==> config.mk <==
export PLATFORM = sky130hd
export DESIGN_NAME = if_module
export DESIGN_NICKNAME = d
export VERILOG_FILES = /design/src/rtl/if_module.sv
export SDC_FILE = /design/constraint.sdc
export NUM_CORES = 1
export LEC_CHECK = 0
export CAP_MARGIN = 20
export CORE_ASPECT_RATIO = 2
export CORE_MARGIN = 2
export CORE_UTILIZATION = 57
export CTS_BUF_LIST = sky130_fd_sc_hd__clkbuf_16
export DETAILED_ROUTE_END_ITERATION = 12
export HOLD_SLACK_MARGIN = 0.12
export PLACE_DENSITY = 0.86
export SYNTH_ARGS = -nofsm -noshare
export SYNTH_HDL_FRONTEND = slang
export SYNTH_SLANG_ARGS = --single-unit
==> constraint.sdc <==
create_clock -name clk -period 13 [get_ports clk]
set_clock_uncertainty 0.1 [all_clocks]
set_input_delay 2.6 -clock clk [delete_from_list [all_inputs] [get_ports clk]]
set_output_delay 2.6 -clock clk [all_outputs]
set_load 0.05 [all_outputs]
==> src/rtl/if_module.sv <==
// Instruction-fetch stage: fetch PC, instruction-ROM handshake, IF/ID pipeline
// register with stall, redirect, a one-entry skid buffer and stale-fetch kill.
module if_module #(
    parameter logic [31:0] RESET_PC = 32'h0000_0000,
    parameter logic [31:0] NOP_INST = 32'h0000_0013
) (
    input  logic        clk,
    input  logic        rst_n,
    input  logic        stall,
    input  logic        redirect,
    input  logic [31:0] redirect_pc,
    output logic        irom_req,
    output logic [31:0] irom_addr,
    input  logic        irom_ack,
    input  logic [31:0] irom_rdata,
    output logic [31:0] pc,
    output logic        id_valid,
    output logic [31:0] id_inst,
    output logic [31:0] id_pc,
    output logic [31:0] id_pc4
);

    typedef enum logic [1:0] {
        S_REQ,
        S_HOLD,
        S_KILL
    } state_t;

    state_t      r_state;
    state_t      w_state_nxt;
    logic [31:0] r_pc;
    logic [31:0] w_pc_nxt;
    logic [31:0] r_pend;
    logic [31:0] w_pend_nxt;
    logic [31:0] r_buf_inst;
    logic [31:0] r_buf_pc;
    logic        w_buf_load;
    logic        r_id_valid;
    logic [31:0] r_id_inst;
    logic [31:0] r_id_pc;
    logic [31:0] r_id_pc4;
    logic        w_id_load;
    logic [31:0] w_id_ld_inst;
    logic [31:0] w_id_ld_pc;
    logic [31:0] w_target;

    assign w_target  = redirect_pc & ~32'd3;
    assign irom_req  = !rst_n && (r_state != S_HOLD);
    assign irom_addr = r_pc;
    assign pc        = r_pc;
    assign id_valid  = r_id_valid;
    assign id_inst   = r_id_inst;
    assign id_pc     = r_id_pc;
    assign id_pc4    = r_id_pc4;

    always_comb begin
        w_state_nxt  = r_state;
        w_pc_nxt     = r_pc;
        w_pend_nxt   = r_pend;
        w_buf_load   = 1'b0;
        w_id_load    = 1'b0;
        w_id_ld_inst = irom_rdata;
        w_id_ld_pc   = r_pc;
        case (r_state)
            S_REQ: begin
                if (redirect) begin
                    if (irom_ack) begin
                        w_pc_nxt = w_target;
                    end else begin
                        w_pend_nxt  = w_target;
                        w_state_nxt = S_KILL;
                    end
                end else if (irom_ack) begin
                    if (!stall || !r_id_valid) begin
                        w_id_load = 1'b1;
                        w_pc_nxt  = r_pc + 32'd4;
                    end else begin
                        w_buf_load  = 1'b1;
                        w_state_nxt = S_HOLD;
                    end
                end
            end
            S_HOLD: begin
                if (redirect) begin
                    w_pc_nxt    = w_target;
                    w_state_nxt = S_REQ;
                end else if (!stall) begin
                    w_id_load    = 1'b1;
                    w_id_ld_inst = r_buf_inst;
                    w_id_ld_pc   = r_buf_pc;
                    w_pc_nxt     = r_buf_pc + 32'd4;
                    w_state_nxt  = S_REQ;
                end
            end
            S_KILL: begin
                // The stale request stays on the bus until acked; a redirect
                // arriving with that ack goes straight to the newest target.
                if (irom_ack) begin
                    w_pc_nxt    = redirect ? w_target : r_pend;
                    w_state_nxt = S_REQ;
                end else if (redirect) begin
                    w_pend_nxt = w_target;
                end
            end
            default: begin
                w_state_nxt = S_REQ;
            end
        endcase
    end

    always_ff @(posedge clk or posedge rst_n) begin
        if (rst_n) begin
            r_state    <= S_REQ;
            r_pc       <= RESET_PC;
            r_pend     <= '0;
            r_buf_inst <= NOP_INST;
            r_buf_pc   <= '0;
        end else begin
            r_state <= w_state_nxt;
            r_pc    <= w_pc_nxt;
            r_pend  <= w_pend_nxt;
            if (w_buf_load) begin
                r_buf_inst <= irom_rdata;
                r_buf_pc   <= r_pc;
            end
        end
    end

    // Without a delivery, a stalled IF/ID holds; otherwise it drains to a bubble
    // (id_pc/id_pc4 keep their last values).
    always_ff @(posedge clk or posedge rst_n) begin
        if (rst_n) begin
            r_id_valid <= 1'b0;
            r_id_inst  <= NOP_INST;
            r_id_pc    <= '0;
            r_id_pc4   <= '0;
        end else if (w_id_load) begin
            r_id_valid <= 1'b1;
            r_id_inst  <= w_id_ld_inst;
            r_id_pc    <= w_id_ld_pc;
            r_id_pc4   <= w_id_ld_pc + 32'd4;
        end else if (redirect || !stall) begin
            r_id_valid <= 1'b0;
            r_id_inst  <= NOP_INST;
        end
    end

endmodule

==> results.cfg <==
[die]
die_area_sq_um = 23320
io_pins = 231
dieHeight_microns = 214.0
die_w_microns = 109.0
rows = 76
start_util_pct = 58.20
core_sq_um = 21590

[place]
dpl_cell_area_sq_um = 14620
pre_cts_ws_ns = 6.239
hpwlAfterDp_mm = 25.42
port_buffers = 228
place_congestion = 0.9364
dpl.cell_count = 1695

[sta]
relSlewSlack_pct = 35.49
setup_ws_ns = 6.237
worst_pin_slew_ns = 0.9677
finalSetupViolCount = 0
holdWs_ns = 0.3668
finalSetupTns_ns = 0
hold_viol_final = 0
clock.fmax_mhz = 147.9
rsz0062_at_grt = false
period_share_pct = 52.02
finalMaxSlewViolations = 0
fin_crit_ns = 6.763

[global_routing]
grt_overflow = 0
grt_pass1_wl_mm = 57.21
grt_use_total_pct = 30.74
antenna_found_initial = 4
grt_max_degree = 144
grt_pass1_vias = 10920

[clock_tree]
cts_buffer_depth = 3
numClockSinks = 225
clk_pin_slew_ns = 0.06
cts_hold_buf = 0
cts_root_buf = clkbuf_16
worstSkewPairLatency_ns = 0.52
post_cts_resized = 0
cts_tree = built
post_cts_buffers = 0
htree_levels = 1
cts_buffers = 21

[synth]
yosysUniqueCellTypes = 75
synthCells = 1323
synth_area_per_cell_sq_um = 9.496
ys_async_sr_fraction_pct = 100.0
synthFlopType = dfrtp_1
syn_nets = 1399
synth_seq_area_share_pct = 44.88
syn_area_sq_um = 12560
yosys_warnings = 0
synth-edff-count = 0
synth_seq_cells = 225

[pwr]
clkPwrFrac_pct = 14.2
ir_drop_uv = 174.4
p_int_mw = 2.166
swShare_pct = 49.53
power_leakage_nw = 6.406
power_density_nw_per_um2 = 280.3
switching_power_mw = 2.126
comb_power_share_pct = 53.8
total_power_mw = 4.292
seqPwrFrac_pct = 32.0

[finish]
syn2layout_area_growth_pct = 21.89
final_util_pct = 70.94
fin_nets = 1523
finalNonFillerCells = 1737
postLayoutCellArea_sq_um = 15310
drive_gt1_share_pct = 11.16

[route]
vias = 11160
ant_nets = 0
wl_per_cell_microns = 20.84
routed_wl_mm = 36.20
first_pass_iters = 9
drc = 0
vias_per_cell = 6.422
drt_iter0_drc = 1210

[worst_setup_path]
arrival_ns = 4.06
worst_setup_path_end_kind = output pin
cp-start-kind = input pin
critPathKind = in -> out
required_ns = 10.30
cp_max_fo = 2

[run_status]
status = completed

[worst_hold_path]
hold_class = reg -> reg

[flow_run]
maxCapViolations = 0
-- state kept, by name, summed over array words and instances (netlist names) --
signal,cells
id_inst,32
r_pend,32
id_valid,1
r_buf_inst,32
r_state,2
id_pc,32
id_pc4,30
irom_addr,32
r_buf_pc,32
-- logic make-up (layout without fill, tap and decap cells) --
family,count (synthesis),after routing,share of synthesized area [%]
other,0,4,0
multiplexers,143,143,12.32
flip-flops,225,225,44.88
buffers and inverters,173,310,6.463
AO/OA/AOI/OAI,319,319,16.92
adder cells (fa/ha/maj),7,7,0.6971
XOR/XNOR,26,26,1.813
AND/OR/NAND/NOR,430,430,16.91
-- final timing paths --
| kind | startpoint | to | slack [ns] | depth (start not counted) |
|---|---|---|---|---|
| setup / recovery | rst_n | irom_req | 6.24 | 3 |
| hold / removal | id_inst[1] | id_inst[1] | 0.37 | 2 |
| setup reg to reg | r_state[1] | id_pc4[30] | 9.25 | 7 |
| hold reg to reg | id_inst[1] | id_inst[1] | 0.37 | 2 |
| max in group asynchronous | rst_n | r_buf_pc[21] | 8.79 | 4 |
| min in group asynchronous | rst_n | id_inst[27] | 2.63 | 2 |
-- area by class of cell --
class                   instances  area, sq um
multi-input cells             925         6136
clock inverters                15        123.9
inverters                      29        116.4
clock buffers                  21        525.5
fillers                      1643         6272
repair buffers                245         2422
flip-flops and latches        225         5638
well taps                     273        341.6
diodes                          4        10.01
-- cells in the final DEF, fill, tap and decap left out, types with 6 or more instances in the layout --
cell,count
or4_1,14
and3_1,9
a221o_1,6
o311a_1,7
dfstp_2,6
nor4_1,22
nor3_1,33
nand2b_1,8
a31oi_1,8
o31ai_1,15
xor2_1,13
clkinv_2,6
o21a_1,12
nand2_1,172
buf_4,15
a211oi_1,13
o21ai_0,116
mux2i_1,50
clkdlybuf4s50_1,227
inv_1,29
nand4_1,27
clkbuf_16,21
a22oi_1,8
o31a_1,9
and2_1,10
a21boi_0,6
xnor2_1,13
mux2_2,93
a221oi_1,20
and4_1,6
ha_1,7
a21oi_1,43
a32oi_1,6
dfrtp_1,219
nor2_1,42
or3_1,15
nand3_1,46
-- layer usage --
layer  GRT usage (%)  up-vias  routed length [microns]
li1                -     5042                        -
met1           35.92     5407                    13020
met2           52.67      576                    18700
met3           4.808      130                     2502
met4           16.79        0                     1978
met5               0        -                        0
-- synthesized netlist by cell type, drive strengths merged (7+ instances only) --
master	number	share of area, %
a211oi	13	0.78
a21oi	43	1.7
a221oi	21	1.5
a22oi	8	0.48
a31oi	8	0.40
and2	10	0.50
and3	9	0.45
buf	56	2.9
clkbuf	88	2.6
dfrtp	219	44
ha	7	0.70
inv	28	0.84
mux2	93	8.3
mux2i	50	4.0
nand2	172	5.1
nand2b	8	0.40
nand3	46	1.8
nand4	27	1.3
nor2	44	1.3
nor3	33	1.3
nor4	22	1.1
o21a	12	0.72
o21ai	117	4.7
o311a	7	0.56
o31a	9	0.63
o31ai	15	0.90
or3	15	0.75
or4	16	1.0
xnor2	13	0.91
xor2	13	0.91
-- power groups by stage --
stage / registers (mW) / clock network [mW] / logic (mW)
finish: 1.37 / 0.609 / 2.31
global route: 1.41 / 0.640 / 2.45
CTS: 1.36 / 0.615 / 2.30
floorplan: 1.78 / 0 / 1.18
detailed placement: 1.37 / 0 / 2.29
global placement: 1.35 / 0 / 2.25
-- worst max-delay path: stages --
cell and delay, ns:
clkdlybuf4s50_1 0.51, nor2_1 0.13, clkdlybuf4s50_1 0.81
(Power assumes the default switching activity.)
